<file path="config.mk">
export PLATFORM = sky130hd
export DESIGN_NAME = lsu_wb
export DESIGN_NICKNAME = d
export VERILOG_FILES = /design/src/rtl/lsu_wb.sv
export SDC_FILE = /design/constraint.sdc
export NUM_CORES = 1
export LEC_CHECK = 0
export BUFFER_PORTS_ARGS = -buffer_cell sky130_fd_sc_hd__buf_4
export CAP_MARGIN = 40
export CORE_ASPECT_RATIO = 2
export CORE_MARGIN = 2
export CORE_UTILIZATION = 47
export DETAILED_ROUTE_END_ITERATION = 8
export PLACE_DENSITY = 0.83
export SYNTH_ARGS = -nofsm -noshare
export SYNTH_HDL_FRONTEND = slang
export SYNTH_SLANG_ARGS = --single-unit
</file>
<file path="constraint.sdc">
create_clock -name clk -period 2.3 [get_ports clk]
set_input_delay 0 -clock clk [delete_from_list [all_inputs] [get_ports clk]]
set_output_delay 0 -clock clk [all_outputs]
set_load 0.01 [all_outputs]
</file>
<file path="src/rtl/lsu_wb.sv">
// Load/writeback stage: accepts one executed instruction, performs an optional
// word-aligned memory read with byte/halfword extraction, and writes the register file once.
// Optional misaligned-load trap enabled by defining LSU_WB_MISALIGN_CHECK_EN.
module lsu_wb #(
    parameter int ADDR_WIDTH = 5,
    parameter int DATA_WIDTH = 32
) (
    input  logic                  clk,
    input  logic                  rst_n,
    input  logic                  in_valid,
    output logic                  in_ready,
    input  logic [ADDR_WIDTH-1:0] in_rd,
    input  logic                  in_wen,
    input  logic                  in_is_load,
    input  logic [2:0]            in_funct3,
    input  logic [DATA_WIDTH-1:0] in_addr,
    input  logic [DATA_WIDTH-1:0] in_alu,
    output logic                  mem_req_valid,
    input  logic                  mem_req_ready,
    output logic [DATA_WIDTH-1:0] mem_req_addr,
    input  logic                  mem_rsp_valid,
    input  logic [DATA_WIDTH-1:0] mem_rsp_data,
    output logic                  rf_wen,
    output logic [ADDR_WIDTH-1:0] rf_waddr,
    output logic [DATA_WIDTH-1:0] rf_wdata,
    output logic                  done,
    output logic                  err
);

    typedef enum logic [1:0] {
        IDLE,
        REQ,
        WAIT,
        WB
    } state_t;

    state_t                  state;
    state_t                  state_nxt;
    logic [ADDR_WIDTH-1:0]   rd_q;
    logic                    wen_q;
    logic [2:0]              funct3_q;
    logic [DATA_WIDTH-1:0]   addr_q;
    logic [DATA_WIDTH-1:0]   wb_data_q;
    logic [DATA_WIDTH-1:0]   ext_data;
    logic [7:0]              byte_sel;
    logic [15:0]             half_sel;
    logic                    mis_in;
    logic                    mis_q;

`ifdef LSU_WB_MISALIGN_CHECK_EN
    // Halfword loads need addr[0]==0, word loads need addr[1:0]==0.
    always_comb begin
        mis_in = 1'b0;
        if (in_is_load) begin
            case (in_funct3)
                3'b001, 3'b101: mis_in = in_addr[0];
                3'b010:         mis_in = (in_addr[1:0] != 2'b00);
                default:        mis_in = 1'b0;
            endcase
        end
    end

    always_ff @(posedge clk or negedge rst_n) begin
        if (!rst_n) begin
            mis_q <= 1'b0;
        end else if (state == IDLE && in_valid) begin
            mis_q <= mis_in;
        end
    end
`else
    assign mis_in = 1'b0;
    assign mis_q  = 1'b0;
`endif

    always_comb begin
        byte_sel = 8'h00;
        case (addr_q[1:0])
            2'd0: byte_sel = mem_rsp_data[7:0];
            2'd1: byte_sel = mem_rsp_data[15:8];
            2'd2: byte_sel = mem_rsp_data[23:16];
            2'd3: byte_sel = mem_rsp_data[31:24];
            default: byte_sel = 8'h00;
        endcase
        half_sel = addr_q[1] ? mem_rsp_data[31:16] : mem_rsp_data[15:0];
        case (funct3_q)
            3'b000:  ext_data = {{(DATA_WIDTH-8){byte_sel[7]}}, byte_sel};
            3'b100:  ext_data = {{(DATA_WIDTH-8){1'b0}}, byte_sel};
            3'b001:  ext_data = {{(DATA_WIDTH-16){half_sel[15]}}, half_sel};
            3'b101:  ext_data = {{(DATA_WIDTH-16){1'b0}}, half_sel};
            default: ext_data = mem_rsp_data;
        endcase
    end

    always_ff @(posedge clk or negedge rst_n) begin
        if (!rst_n) begin
            state <= IDLE;
        end else begin
            state <= state_nxt;
        end
    end

    always_comb begin
        state_nxt     = state;
        in_ready      = 1'b0;
        mem_req_valid = 1'b0;
        rf_wen        = 1'b0;
        done          = 1'b0;
        err           = 1'b0;
        case (state)
            IDLE: begin
                in_ready = 1'b1;
                if (in_valid) begin
                    state_nxt = (in_is_load && !mis_in) ? REQ : WB;
                end
            end
            REQ: begin
                mem_req_valid = 1'b1;
                if (mem_req_ready) begin
                    state_nxt = WAIT;
                end
            end
            WAIT: begin
                if (mem_rsp_valid) begin
                    state_nxt = WB;
                end
            end
            WB: begin
                done      = 1'b1;
                err       = mis_q;
                rf_wen    = wen_q && (rd_q != '0) && !mis_q;
                state_nxt = IDLE;
            end
            default: state_nxt = IDLE;
        endcase
    end

    // wb_data_q holds the ALU result from accept and is overwritten by load data.
    always_ff @(posedge clk or negedge rst_n) begin
        if (!rst_n) begin
            rd_q      <= '0;
            wen_q     <= 1'b0;
            funct3_q  <= 3'b000;
            addr_q    <= '0;
            wb_data_q <= '0;
        end else if (state == IDLE && in_valid) begin
            rd_q      <= in_rd;
            wen_q     <= in_wen;
            funct3_q  <= in_funct3;
            addr_q    <= in_addr;
            wb_data_q <= in_alu;
        end else if (state == WAIT && mem_rsp_valid) begin
            wb_data_q <= ext_data;
        end
    end

    assign mem_req_addr = {addr_q[DATA_WIDTH-1:2], 2'b00};
    assign rf_waddr     = rd_q;
    assign rf_wdata     = wb_data_q;

endmodule

</file>
==> results of run 1 <==
## critical path: stages, from the launching register on
cell	delay, ns
dfrtp_1	0.40
inv_1	0.12
ha_2	0.25
nand2_2	0.11
buf_6	0.24
o22ai_1	0.26
a21oi_1	0.07
dlygate4sd3_1	0.57
## cell usage after synthesis (all sizes together), types with 4 or more instances
library cell,instances,area share (%)
a211oi,16,3.1
o21ai,20,2.6
inv,6,0.58
a21oi,22,3.1
nand2,146,14
a311o,7,1.8
and3,16,2.6
dfrtp,75,48
mux2i,5,1.3
ha,4,1.3
buf,52,9.1
nand2b,7,1.1
a31oi,10,2.0
a21o,6,1.2
o22ai,16,2.6
nor2,19,1.8
clkbuf,11,1.1
## cell families (layout without fill, tap and decap cells)
logic type               Yosys count  after routing  share of synthesized area (%)
AND/OR/NAND/NOR                  198            198                          21.11
AO/OA/AOI/OAI                    100            100                          16.92
flip-flops                        75             75                          47.97
buffers and inverters             70            292                          10.78
multiplexers                       6              6                          1.855
adder cells (fa/ha/maj)            4              4                          1.279
other                              1              3                        0.09585
## metal layers
metal  up-vias  track usage, %  routed length, um  part of all wire, %
li1       1940               -                  -                    -
met1      2007           34.10               4784                   35
met2       225           52.62               7194                   53
met3        65           5.442                845                  6.3
met4         0           17.78                694                  5.1
met5         -               0                  0                    0
## power by group through the flow
stage	Combinational [uW]	Clock, uW	Sequential, uW
finish	3920	1760	2450
floorplan	2290	0	2450
global route	4280	1830	2520
global placement	3470	0	2410
CTS	3820	1780	2420
detailed placement	3610	0	2430
## layout make-up
class	instances	share of cell area, %
Clock buffer	12	4.068
Timing Repair Buffer	269	35.94
Tap cell	98	1.945
Clock inverter	4	1.905
Multi-Input combinational cell	311	25.96
Inverter	7	0.4167
Sequential cell	75	29.77
## path summary, 6_finish.rpt
check                                to  slack, ns
max in group asynchronous     addr_q[6]       1.66
min reg2reg                  addr_q[23]       0.48
min in group asynchronous  rf_wdata[28]       0.06
max reg2reg                 rf_wdata[0]       0.15
min                        rf_wdata[20]    -0.0009
max                         rf_wdata[0]       0.15
## repair_timing
action                                  CTS  global route
gates resized for setup                   0             5
hold buffers                             79             0
hold endpoints to repair                141             0
endpoints found under the setup margin    0             5
## flip-flops by register name, summed over array words and instances (netlist names)
| name | flops |
|---|---|
| addr_q | 32 |
| funct3_q | 3 |
| rf_waddr | 5 |
| rf_wdata | 32 |
| state | 2 |
| wen_q | 1 |
## through the flow
step	cell area, um^2	power (uW)	worst slack, ns	util, %
floorplan	3920	4742	0.5975	-
global placement	5095	5881	0.5134	62.33
detailed placement	5122	6043	0.4028	62.67
CTS	6290	8019	0.02499	76.95
global route	6305	8628	0.01483	77.13
finish	6305	8125	0.1490	77.13
==> key figures, run 1 <==
Status
  – Status: finished with violations
  – Failing checks: negative hold slack

Routing
  – Drt pass-1 iters: 4
  – Vias/cell: 5.460
  – Routed length per instance: 17.42 um
  – Routed Antenna Nets: 0
  – Final WL: 13,520 um
  – Number of DRC markers in iteration 0: 426
  – DR vias: 4,237
  – Detailed-route DRC error count: 0

STA
  – Worst Clk Skew: 0.006642 ns
  – Min Hold Slack: -0.0009282 ns
  – Tightest Pin Transition: 0.6052 ns
  – Final setup viols: 0
  – Relative slew slack: 59.66%
  – Minimum clock period: 2.151 ns
  – Final Hold Fails: 1
  – Max-slew violation count: 0
  – Peak Freq: 464.9 MHz
  – RSZ-0062 raised after global routing: false
  – TNS Setup: 0 ns
  – Period utilization: 93.52%

Synthesis
  – Yosys warnings: 0
  – Async SR Flop Fraction: 100.0%
  – Synth Cell Area: 3913 um^2
  – Synth unique cells: 36
  – Mapped Cells: 454
  – Post-synth EDFFs: 0
  – Avg Inst Size Synth: 8.618 um^2
  – Yosys reg bits: 75
  – Seq/Total Area, Yosys: 47.97%
  – Most used DFF post-synth: dfrtp_1

Floorplanning
  – Row count: 47
  – IO Pins: 185
  – Starting Density: 47.86%
  – CORE AREA: 8174 um^2
  – Die H: 133.0 um
  – Die footprint: 9115 um^2
  – Die width: 68.52 um

Global routing
  – Gr ovfl total: 0
  – Initial antenna violation count: 0
  – GRT Total Usage: 30.85%
  – Largest net degree at the start of global routing: 63
  – Vias in the first global route: 4,469
  – First-pass GRT wire length: 21,250 um

Placed design
  – Port buffer count: 181
  – Routability Congestion: 0.8559
  – Cells after DPL: 681
  – DP HPWL: 8453 um

Setup path
  – CP startpoint: state[1]
  – CP Class: flip-flop to flip-flop
  – R2r worst-path depth: 7
  – WP data arrival: 2.36 ns
  – CP endpoint kind: flip-flop
  – Worst Path Required: 2.51 ns
  – Critical Path Start Type: flip-flop
  – Reg-to-Reg Start: state[1]
  – Crit path max fanout: 54

Layout
  – Final net count: 788
  – Commonest cells after routing, fill and taps aside: 186 x buf_4, 144 x nand2_1, 79 x dlygate4sd3_1, 75 x dfrtp_1, 21 x a21oi_1
  – Final Non-Filler Cells: 776
  – Multi-input logic area: 1637 um^2
  – Area Overhead vs Synth: 61.14%
  – ANT cells: 0
  – # fillers: 501
  – FF/Latch Area: 1877 um^2
  – Share of cells above drive strength 1: 31.56%
  – Commonest non-fill, non-tap cell in the layout: buf_4

CTS
  – CTS sink cnt: 75
  – Clk buf depth: 2
  – Clk Tree Root Cell: clkbuf_16
  – CTS tree: done
  – Post-CTS setup buffers: 0
  – Latest clock arrival within the worst-skew pair: 0.34 ns
  – H-Tree Level Count: 3
  – TritonCTS buffer count: 9
  – Clock slew at reported path FFs: 0.06 ns

Power
  – Register share of total power: 30.1%
  – Combinational Power Share: 48.2%
  – Pwr per Cell Area: 1289 nW/um^2
  – Switching share of power: 37.52%
  – P_sw: 3049 uW
  – Internal power: 5077 uW
  – Clock power share: 21.7%
  – Leak: 0.003133 uW
  – VDD IR max: 0.9220 mV

Hold path
  – Hold_sp: in_alu[20]
  – Hold depth: 3
  – Hold Crit Class: input pin to flip-flop

Job
  – Max Cap Viol: 0
Power figures use the tool's default switching activity.
==> inputs of run 2 (changes only) <==
--- a/config.mk
+++ b/config.mk
@@ -7,11 +7,12 @@
 export LEC_CHECK = 0
 export BUFFER_PORTS_ARGS = -buffer_cell sky130_fd_sc_hd__buf_4
 export CAP_MARGIN = 40
-export CORE_ASPECT_RATIO = 2
+export CORE_ASPECT_RATIO = 0.75
 export CORE_MARGIN = 2
-export CORE_UTILIZATION = 47
+export CORE_UTILIZATION = 45
 export DETAILED_ROUTE_END_ITERATION = 8
-export PLACE_DENSITY = 0.83
+export PLACE_DENSITY = 0.8
+export SKIP_LAST_GASP = 1
 export SYNTH_ARGS = -nofsm -noshare
 export SYNTH_HDL_FRONTEND = slang
 export SYNTH_SLANG_ARGS = --single-unit
==> key figures, run 2 (synthesized netlist as in run 1, its figures left out) <==
Status
  – Status: completed

STA
  – Final setup viols: 0
  – Max-slew violation count: 0
  – Period utilization: 93.23%
  – Worst Clk Skew: 0.005834 ns
  – TNS Setup: 0 ns
  – Tightest Pin Transition: 0.6166 ns
  – Relative slew slack: 58.90%
  – Minimum clock period: 2.144 ns
  – Final Hold Fails: 0
  – RSZ-0062 raised after global routing: false
  – Peak Freq: 466.4 MHz

Floorplanning
  – Starting Density: 46.28%
  – Die H: 84.75 um
  – Die footprint: 9464 um^2
  – IO Pins: 185
  – CORE AREA: 8454 um^2
  – Row count: 29
  – Die width: 111.7 um

CTS
  – TritonCTS buffer count: 9
  – Clk buf depth: 2
  – CTS sink cnt: 75
  – Post-CTS setup buffers: 0
  – H-Tree Level Count: 3
  – Clk Tree Root Cell: clkbuf_16
  – CTS tree: done
  – Clock slew at reported path FFs: 0.06 ns
  – Latest clock arrival within the worst-skew pair: 0.33 ns

Layout
  – Final Non-Filler Cells: 788
  – Area Overhead vs Synth: 60.67%
  – ANT cells: 0
  – Commonest non-fill, non-tap cell in the layout: buf_4
  – Share of cells above drive strength 1: 31.18%
  – Commonest cells after routing, fill and taps aside: 188 x buf_4, 144 x nand2_1, 80 x dlygate4sd3_1, 75 x dfrtp_1, 21 x a21oi_1
  – Design Area, Final: 6286 um^2
  – Final net count: 790

Power
  – Pwr per Cell Area: 1266 nW/um^2
  – Leak: 0.003122 uW
  – VDD IR max: 0.6949 mV

Routing
  – Met3 wire len: 1240 um
  – Final WL: 13,460 um
  – Drt pass-1 iters: 5
  – Number of DRC markers in iteration 0: 311
  – Met2 Wirelength: 6765 um
  – DR vias: 4,180
  – Detailed-route DRC error count: 0
  – Top Metal Used: met4
  – Routed Antenna Nets: 0
  – Vias/cell: 5.305
  – Routed length per instance: 17.09 um
  – Metal-1 WL: 5186 um

Setup path
  – Critical path cell sequence: inv_1, ha_1, nand2_2, nand3_1, buf_4, a21oi_1, a21oi_1, dlygate4sd3_1
  – Crit path max fanout: 8
  – CP max-delay cell: dlygate4sd3_1
  – WP data arrival: 2.41 ns
  – Worst Path Required: 2.57 ns
  – Most frequent CP cell: a21oi_1
  – Flop2flop setup slack: 0.16 ns
  – CP endpoint kind: flip-flop
  – Critical Path Start Type: flip-flop
  – CP Class: flip-flop to flip-flop
  – Slowest cell delay on critical path: 0.58 ns

Global routing
  – Largest net degree at the start of global routing: 59
  – GRT Total Usage: 28.50%
  – Gr ovfl total: 0
  – Initial antenna violation count: 0
  – Vias in the first global route: 4,364
  – First-pass GRT wire length: 21,360 um

Placed design
  – Cells after DPL: 692
  – Port buffer count: 181
  – DP Area: 5135 um^2
  – DP HPWL: 8500 um
  – Routability Congestion: 0.8665

Job
  – Max Cap Viol: 0

Hold path
  – Hold Crit Class: input pin to flip-flop
==> run 2: changes by cell type in the layout (fill, tap and decap cells not counted) <==
cell           delta
dlygate4sd3_1     +1
buf_12            +1
clkbuf_8          -1
buf_4             +2
ha_2              -2
buf_6             -1
bufinv_16         -1
clkbuf_1          +1
ha_1              +2
clkinvlp_4        +1
buf_16            -1
==> run 2: power breakdown <==
part / internal [uW] / switching, uW
logic: 1850 / 2020
clock network: 1090 / 540
registers: 1980 / 477
==> run 2: critical path, delay by kind of cell, from the launching register on <==
kind / cells / cell delay, ns
buffers and inverters: 3 / 0.90
adders and majority gates: 1 / 0.27
and+or+nand+nor: 2 / 0.28
AOI/OAI and AO/OA: 2 / 0.22
DFF: 1 / 0.40
==> run 2: per-stage QoR <==
stage               hold slack, ns  total power, uW  util [%]  worst slack (ns)
global placement            0.1878             5909     60.50            0.5478
floorplan                  -0.2956             4742         -            0.5975
finish                    0.001263             7957     74.35            0.1557
detailed placement        0.001212             6060     60.74            0.4083
global route               0.01386             8473     74.35          0.002488
CTS                       0.001003             7887     74.28            0.1507
==> run 2: worst paths after layout <==
check	cells after the start	startpoint	endpoint
min reg2reg	2	addr_q[11]	addr_q[11]
min in group asynchronous	2	rst_n	rf_wdata[30]
min	3	in_alu[25]	rf_wdata[25]
max reg2reg	8	state[0]	rf_wdata[2]
max in group asynchronous	3	rst_n	rf_waddr[2]
max	8	state[0]	rf_wdata[2]
==> run 2: layer usage <==
layer  track usage (%)  up-vias
li1                  -     1947
met1             33.64     1974
met2             49.31      232
met3             9.531       27
met4             9.428        0
met5                 0        -
==> run 2: what timing repair did <==
item	CTS	global route
hold endpoints to repair	106	0
setup endpoints to repair	0	4
resized for setup	0	2
hold buffers	80	0
==> run 2: area by class of cell <==
| type | count | area [um^2] |
|---|---|---|
| fill | 579 | 2168 |
| tap | 108 | 135.1 |
| timing repair buffer | 271 | 2272 |
| clock inverter | 4 | 97.59 |
| multi-input combinational | 311 | 1632 |
| clock buffer | 12 | 246.5 |
| sequential | 75 | 1877 |
| inverter | 7 | 26.28 |
==> inputs of run 3 (changes only) <==
--- a/config.mk
+++ b/config.mk
@@ -10,6 +10,7 @@
 export CORE_ASPECT_RATIO = 0.75
 export CORE_MARGIN = 2
 export CORE_UTILIZATION = 45
+export CTS_BUF_LIST = sky130_fd_sc_hd__clkbuf_4 sky130_fd_sc_hd__clkbuf_8
 export DETAILED_ROUTE_END_ITERATION = 8
 export PLACE_DENSITY = 0.8
 export SKIP_LAST_GASP = 1
==> key figures, run 3 (synthesized netlist as in run 1, its figures left out) <==
Setup path
  – Most frequent CP cell: a21oi_1
  – WP data arrival: 2.37 ns
  – CP max-delay cell: dlygate4sd3_1
  – Critical path cell sequence: inv_1, ha_1, nand3_1, buf_4, a21oi_1, a21oi_1, dlygate4sd3_1
  – Worst Path Required: 2.53 ns
  – Buffers & Inverters on Critical Path: 3
  – Crit path max fanout: 8
  – CP Class: flip-flop to flip-flop
  – Slowest cell delay on critical path: 0.55 ns
  – Critical Path Start Type: flip-flop
  – CP endpoint kind: flip-flop
  – CP delay by family, top: buffers and inverters

Routing
  – Detailed-route DRC error count: 0
  – Drt pass-1 iters: 5
  – DR vias: 4,192
  – Routed length per instance: 16.88 um
  – Number of DRC markers in iteration 0: 337
  – Routed Antenna Nets: 0
  – Vias/cell: 5.260
  – Final WL: 13,460 um

Floorplanning
  – Starting Density: 46.28%
  – Die width: 111.7 um
  – IO Pins: 185
  – Die footprint: 9464 um^2
  – Die H: 84.75 um
  – CORE AREA: 8454 um^2
  – Row count: 29

STA
  – Relative slew slack: 58.29%
  – TNS Setup: 0 ns
  – Min Hold Slack: 0.02482 ns
  – Peak Freq: 467.6 MHz
  – Final setup viols: 0
  – RSZ-0062 raised after global routing: false
  – Worst Clk Skew: 0.01083 ns
  – Period utilization: 92.99%
  – Tightest Pin Transition: 0.6257 ns
  – Final Hold Fails: 0
  – Minimum clock period: 2.139 ns
  – Max-slew violation count: 0
  – Final WS setup: 0.1613 ns

Job
  – Max Cap Viol: 0

CTS
  – CTS sink cnt: 75
  – Clk Tree Root Cell: clkbuf_8
  – Clock slew at reported path FFs: 0.08 ns
  – TritonCTS buffer count: 9
  – Clk buf depth: 2
  – Latest clock arrival within the worst-skew pair: 0.35 ns
  – H-Tree Level Count: 3
  – CTS tree: done

Placed design
  – Pre-CTS setup slack: 0.4083 ns
  – Routability Congestion: 0.8665
  – DP HPWL: 8500 um
  – Port buffer count: 181
  – DP Area: 5135 um^2

Global routing
  – Largest net degree at the start of global routing: 59
  – Gr ovfl total: 0
  – GRT Total Usage: 28.57%
  – First-pass GRT wire length: 21,490 um
  – Vias in the first global route: 4,390
  – Initial antenna violation count: 0

Layout
  – Commonest cells after routing, fill and taps aside: 188 x buf_4, 144 x nand2_1, 89 x dlygate4sd3_1, 75 x dfrtp_1, 21 x a21oi_1
  – Design Area, Final: 6285 um^2
  – Commonest non-fill, non-tap cell in the layout: buf_4
  – ANT cells: 0
  – Area Overhead vs Synth: 60.63%
  – Final net count: 799
  – Share of cells above drive strength 1: 31.20%

Power
  – Leak: 0.003118 uW
  – Pwr per Cell Area: 1208 nW/um^2
  – VDD IR max: 0.7209 mV

Hold path
  – Hold Crit Class: input pin to flip-flop

Status
  – Status: completed
## run 3: cell count changes in the layout (fill, tap and decap cells not counted)
cell / before / now
clkbuf_8: 1 / 10
clkbuf_16: 9 / 0
ha_2: 0 / 1
ha_1: 4 / 3
clkbuf_4: 0 / 2
dlygate4sd3_1: 80 / 89
clkbuf_1: 2 / 0
## run 3: worst paths after layout
kind	from	endpoint	slack (ns)	depth (start not counted)
worst min-delay path	mem_rsp_data[24]	rf_wdata[8]	0.02	3
min in group asynchronous	rst_n	rf_wdata[30]	0.17	2
worst max register to register	state[0]	rf_wdata[6]	0.16	7
max in group asynchronous	rst_n	addr_q[1]	1.54	3
worst max-delay path	state[0]	rf_wdata[6]	0.16	7
worst min register to register	addr_q[11]	addr_q[11]	0.48	2
## run 3: worst register-to-register path: stages (launching register included)
cell and delay (ns):
dfrtp_1 0.40, inv_1 0.11, ha_1 0.30, nand3_1 0.20
buf_4 0.23, a21oi_1 0.16, a21oi_1 0.08, dlygate4sd3_1 0.55
## run 3: timing repair
item / CTS / global route
setup endpoints to repair: 0 / 5
endpoints found under the hold margin: 112 / 0
setup buffers: 0 / 0
gates resized for setup: 0 / 3
hold buffers: 89 / 0
## run 3: cell type report
cell class	instances	area, um^2
clock inverter	4	97.59
clock buffer	12	152.6
multi-input combinational	311	1634
tap	108	135.1
fill	565	2170
inverter	7	26.28
timing repair buffer	280	2362
sequential	75	1877
## run 3: power breakdown
group	total (uW)	leakage (uW)	internal [uW]	switching, uW
combinational	3890	0.00210	1880	2000
sequential	2440	0.000897	1970	465
clock	1270	0.000124	776	494
total	7590	0.00312	4630	2960
## run 3: per-layer routing
metal	vias up	global-route usage, %	share of wire, %
li1	1965	-	-
met1	1956	33.89	39
met2	238	49.37	50
met3	33	9.242	9.1
met4	0	9.652	2.2
met5	-	0	0
## run 3: through the flow
stage               std cells  util (%)  power, uW
floorplan                 456         -       4742
global placement          691     60.50       5909
detailed placement        692     60.74       6060
CTS                       797     74.23       7546
global route              797     74.34       8125
finish                    797     74.34       7594
